[src/rtl/brick_hit_eraser.sv]
// brick_hit_eraser: looks up the brick under a ball coordinate, clears a live brick in RAM
// and paints its 16x4 footprint black. Define BRICK_HIT_ERASER_COUNT_EN to get the live-brick counter.
module brick_hit_eraser #(
    parameter int RAM_LATENCY = 2,
    parameter int NUM_BRICKS  = 40
) (
    input  logic        clk,
    input  logic        resetn,
    input  logic        query_valid,
    input  logic [7:0]  query_x,
    input  logic [6:0]  query_y,
    output logic        query_ready,
    output logic [7:0]  ram_address,
    output logic [17:0] ram_data,
    output logic        ram_wren,
    input  logic [17:0] ram_q,
    output logic [7:0]  plot_x,
    output logic [6:0]  plot_y,
    output logic [2:0]  plot_colour,
    output logic        plot_en,
    output logic        result_valid,
    output logic        result_hit,
    output logic [2:0]  result_colour,
    output logic [5:0]  bricks_left,
    output logic        all_cleared
);

    typedef enum logic [2:0] {
        S_IDLE,
        S_ADDR,
        S_CHECK,
        S_CLEAR,
        S_ERASE,
        S_DONE
    } state_t;

    localparam logic [1:0] LAT_LAST = 2'(RAM_LATENCY - 1);

    state_t     state;
    state_t     next_state;
    logic [7:0] addr_r;
    logic [1:0] lat_cnt;
    logic [5:0] cnt;
    logic [2:0] rec_colour;
    logic [6:0] rec_y;
    logic [7:0] rec_x;

    logic [3:0] q_row;
    logic [3:0] q_col;
    logic [7:0] q_addr;
    logic       q_ok;
    logic       unused_y_low;

    // Bricks sit on an 8-row pitch, 4 rows tall, ten per row: row*10 + col.
    assign q_row        = query_y[6:3];
    assign q_col        = query_x[7:4];
    assign q_ok         = ~query_y[2] && (q_row < 4'd4) && (query_x < 8'd160);
    assign q_addr       = {1'b0, q_row, 3'b000} + {3'b000, q_row, 1'b0} + {4'b0000, q_col};
    assign unused_y_low = ^query_y[1:0];

    always_ff @(posedge clk) begin
        if (!resetn)
            state <= S_IDLE;
        else
            state <= next_state;
    end

    always_comb begin
        next_state = state;
        case (state)
            S_IDLE:  if (query_valid) next_state = q_ok ? S_ADDR : S_DONE;
            S_ADDR:  if (lat_cnt == LAT_LAST) next_state = S_CHECK;
            S_CHECK: next_state = (ram_q[17:15] != 3'd0) ? S_CLEAR : S_DONE;
            S_CLEAR: next_state = S_ERASE;
            S_ERASE: if (cnt == 6'd63) next_state = S_DONE;
            S_DONE:  next_state = S_IDLE;
            default: next_state = S_IDLE;
        endcase
    end

    // Query latch, RAM wait counter, record capture and pixel counter.
    // Clearing rec_colour on accept makes an invalid query report colour 0 / no hit.
    always_ff @(posedge clk) begin
        if (!resetn) begin
            addr_r     <= 8'd0;
            lat_cnt    <= 2'd0;
            cnt        <= 6'd0;
            rec_colour <= 3'd0;
            rec_y      <= 7'd0;
            rec_x      <= 8'd0;
        end else begin
            case (state)
                S_IDLE: begin
                    if (query_valid) begin
                        addr_r     <= q_addr;
                        lat_cnt    <= 2'd0;
                        rec_colour <= 3'd0;
                    end
                end
                S_ADDR:  lat_cnt <= lat_cnt + 2'd1;
                S_CHECK: begin
                    rec_colour <= ram_q[17:15];
                    rec_y      <= ram_q[14:8];
                    rec_x      <= ram_q[7:0];
                    cnt        <= 6'd0;
                end
                S_ERASE: cnt <= cnt + 6'd1;
                default: ;
            endcase
        end
    end

    always_comb begin
        query_ready   = 1'b0;
        ram_address   = 8'd0;
        ram_wren      = 1'b0;
        plot_x        = 8'd0;
        plot_y        = 7'd0;
        plot_en       = 1'b0;
        result_valid  = 1'b0;
        result_hit    = 1'b0;
        result_colour = 3'd0;
        case (state)
            S_IDLE:  query_ready = 1'b1;
            S_ADDR,
            S_CHECK: ram_address = addr_r;
            S_CLEAR: begin
                ram_address = addr_r;
                ram_wren    = 1'b1;
            end
            S_ERASE: begin
                plot_en = 1'b1;
                plot_x  = rec_x + {4'b0000, cnt[3:0]};
                plot_y  = rec_y + {5'b00000, cnt[5:4]};
            end
            S_DONE: begin
                result_valid  = 1'b1;
                result_hit    = (rec_colour != 3'd0);
                result_colour = rec_colour;
            end
            default: ;
        endcase
    end

    assign ram_data    = 18'd0;
    assign plot_colour = 3'b000;

`ifdef BRICK_HIT_ERASER_COUNT_EN
    logic [5:0] left_r;

    always_ff @(posedge clk) begin
        if (!resetn)
            left_r <= 6'(NUM_BRICKS);
        else if (state == S_CLEAR && left_r != 6'd0)
            left_r <= left_r - 6'd1;
    end

    assign bricks_left = left_r;
    assign all_cleared = (left_r == 6'd0);
`else
    logic [5:0] unused_num_bricks;
    assign unused_num_bricks = 6'(NUM_BRICKS);
    assign bricks_left       = 6'd0;
    assign all_cleared       = 1'b0;
`endif

endmodule

[config.mk]
export PLATFORM = sky130hd
export DESIGN_NAME = brick_hit_eraser
export DESIGN_NICKNAME = d
export VERILOG_FILES = /design/src/rtl/brick_hit_eraser.sv
export SDC_FILE = /design/constraint.sdc
export NUM_CORES = 1
export LEC_CHECK = 0
export BUFFER_PORTS_ARGS = -buffer_cell sky130_fd_sc_hd__buf_4
export CORE_MARGIN = 4
export CORE_UTILIZATION = 54
export DETAILED_ROUTE_END_ITERATION = 10
export PLACE_DENSITY_LB_ADDON = 0.2
export SYNTH_ARGS = -nofsm -noshare
export SYNTH_HDL_FRONTEND = slang
export SYNTH_SLANG_ARGS = --single-unit
export TNS_END_PERCENT = 30
[constraint.sdc]
create_clock -name clk -period 3.6 [get_ports clk]
set_input_delay 0.72 -clock clk [delete_from_list [all_inputs] [get_ports clk]]
set_output_delay 0.72 -clock clk [all_outputs]
set_load 0.05 [all_outputs]
==> results_dict.tcl <==
set metrics [dict create \
    pwr-share-clk_pct 19.9 \
    vias 2258 \
    layout-drive-gt1-share_pct 22.91 \
    run_status "completed" \
    crit_buf_inv 1 \
    cts_setup_buffers 0 \
    hold_ws_ns 0.4504 \
    via_per_inst 5.338 \
    slowest_stage "fa_1" \
    root_buffer "clkbuf_8" \
    ios 95 \
    die_height_um 76.99 \
    ys_ff_latch 37 \
    synthFlopType "dfxtp_1" \
    powerDensity_nw_per_um2 466.7 \
    power.net_switching_mw 0.6053 \
    multiInputGateArea_sq_um 1583 \
    grt_use_total_pct 19.43 \
    rows 24 \
    tightest_slew_ns 0.7789 \
    setup_viol 0 \
    worst_slack_ns 0.7122 \
    critPathKind "reg -> out" \
    final_cell_mix "62 x buf_4, 43 x nand2_1, 40 x a21oi_1" \
    start_util_pct 57.44 \
    synth-seq-area-share_pct 28.82 \
    p_total_mw 1.393 \
    critPathTopFamily "adder cells" \
    arrival_ns 2.17 \
    htree_levels 2 \
    drc 0 \
    dp_hpwl_mm 4.414 \
    cts_made_buffers 5 \
    critical_path_peak_fanout 5 \
    cts_resized 0 \
    antenna_cells 0 \
    wl_mm 5.673 \
    p_sw_share_pct 43.46 \
    clock_latency_ns 0.29 \
    dieWidth_um 76.99 \
    sequentialPowerShare_pct 38.4 \
    fill_cells 385 \
    die_area_sq_um 5927 \
    core_area_sq_um 4474 \
    rsz0062_at_grt "no" \
    ys_warn_count 0 \
    finalMaxSlewViolations 0 \
    synthArstFlopShare_pct 0 \
    post_drt_wl_per_cell_um 13.41 \
    drv_cap 0 \
    cp-start-kind "register" \
    end_kind "output pin" \
    post-route-min-period_ns 2.888 \
    grt_max_degree 20 \
    hold_class "reg -> reg" \
    grt.overflow.total 0 \
    p_int_mw 0.7874 \
    layout_commonest_cell "buf_4" \
    post-place-ws_ns 1.003 \
    ir_drop_mv 0.2526 \
    cts_num_sinks 37 \
    p_comb_share_pct 41.7 \
    cts_hold_buf 0 \
    cp.required_ns 2.88 \
    finalCritPeriodShare_pct 80.22 \
    nets 425 \
    clk_pin_slew_ns 0.07 \
    leakage_nw 1.299 \
    tns_ns 0 \
    clk_path_buf_depth 2 \
    max_stage_delay_ns 0.43 \
    grt_first_pass_wirelength_mm 9.542 \
    gp_congestion 0.7843 \
    syn_area_sq_um 2570 \
    hold_violations 0 \
    drt_iter0_drc 186 \
    synthDistinctLibCells 58 \
    syn_avg_cell_area_sq_um 8.185 \
    port_buffers 60 \
    finish.utilization_pct 66.69 \
    slew_headroom_pct 48.02 \
    worst_clock_skew_ns 0.005312 \
    fmax_ghz 0.3463 \
    drt-pass1-iter-count 4 \
    tritoncts "done" \
    area_growth_pct 16.11 \
    ant_nets 0 \
    netlist_instances 314 \
    synth_edf_count 0 \
    final-seq-area_sq_um 740.7 \
    grt_pass1_vias 2110 \
    crit_chain "ha_1 > fa_1 > a211o_1 > o2111ai_1 > xor2_1 > nor2_1 > buf_4" \
    antenna_found_initial 0 \
]
[sequential cells by signal, indices dropped and copies added (netlist names)]
register,count
rec_y,7
lat_cnt,2
cnt,6
rec_x,8
rec_colour,3
state,3
addr_r,8
[logic make-up (layout without fill, tap and decap cells)]
| logic type | count (synthesis) | count (layout) | share of synthesized area (%) |
|---|---|---|---|
| AO/OA/AOI/OAI | 79 | 79 | 19.52 |
| XOR/XNOR | 8 | 8 | 2.726 |
| adder cells (fa/ha/maj) | 19 | 19 | 10.42 |
| buffers and inverters | 52 | 82 | 13.53 |
| flip-flops | 37 | 37 | 28.82 |
| multiplexers | 1 | 1 | 0.4381 |
| other | 1 | 28 | 0.1459 |
| AND/OR/NAND/NOR | 117 | 117 | 24.39 |
[final cells by class]
class / count / area share (%)
clock inverters: 2 / 0.3354
repair buffers: 62 / 15.60
multi-input cells: 252 / 53.04
well taps: 52 / 2.180
clock buffers: 6 / 2.432
inverters: 12 / 1.593
flip-flops and latches: 37 / 24.82
[power groups by stage]
stage / Clock [mW] / Combinational [mW] / Sequential, mW
finish: 0.277 / 0.581 / 0.535
global route: 0.306 / 0.641 / 0.544
CTS: 0.287 / 0.584 / 0.535
detailed placement: 0 / 0.582 / 0.544
global placement: 0 / 0.574 / 0.541
floorplan: 0 / 0.522 / 0.504
[final timing paths]
check	startpoint	endpoint	slack [ns]	cells past startpoint
setup reg to reg	state[2]	cnt[5]	1.67	3
hold / removal	addr_r[0]	addr_r[0]	0.45	2
hold reg to reg	addr_r[0]	addr_r[0]	0.45	2
setup / recovery	cnt[0]	plot_x[6]	0.71	7
[metrics by stage]
step	cell area, sq um	instances
after floorplan	2671	341
after global placement	2902	415
after detailed placement	2902	415
after CTS	2984	423
after global routing	2984	423
final	2984	423
[cell usage after synthesis, drive strengths merged, types with 3 or more instances]
| master | instances | area share, % |
|---|---|---|
| nor2b | 4 | 0.97 |
| xor2 | 3 | 1.0 |
| and3 | 5 | 1.3 |
| or3 | 4 | 0.97 |
| dfxtp | 37 | 29 |
| clkbuf | 3 | 0.44 |
| o21ai | 9 | 1.8 |
| a21oi | 41 | 8.1 |
| nor3b | 3 | 1.3 |
| fa | 4 | 3.1 |
| o21a | 4 | 1.2 |
| nor2 | 19 | 2.8 |
| a22oi | 3 | 0.88 |
| nand2 | 45 | 6.8 |
| ha | 15 | 7.3 |
| o211ai | 3 | 0.88 |
| nand2b | 4 | 1.6 |
| nor3 | 3 | 0.78 |
| and2 | 14 | 3.4 |
| xnor2 | 5 | 1.7 |
| buf | 37 | 11 |
| nand3 | 8 | 1.6 |
| a211o | 3 | 1.0 |
| inv | 11 | 1.7 |
[tightest hold or removal path: cells and delay by family, from the launching register on]
| kind | cells | cell delay [ns] |
|---|---|---|
| flops | 1 | 0.31 |
| simple gates | 1 | 0.05 |
| compound gates | 1 | 0.05 |
[metal layers]
metal / track usage [%] / up-vias / wire length (um)
met4: 6.050 / 0 / 76
met2: 34.15 / 60 / 2812
met1: 23.37 / 1048 / 2466
met5: 0 / - / 0
met3: 4.567 / 8 / 318
li1: - / 1142 / -
Power figures use the tool's default switching activity.
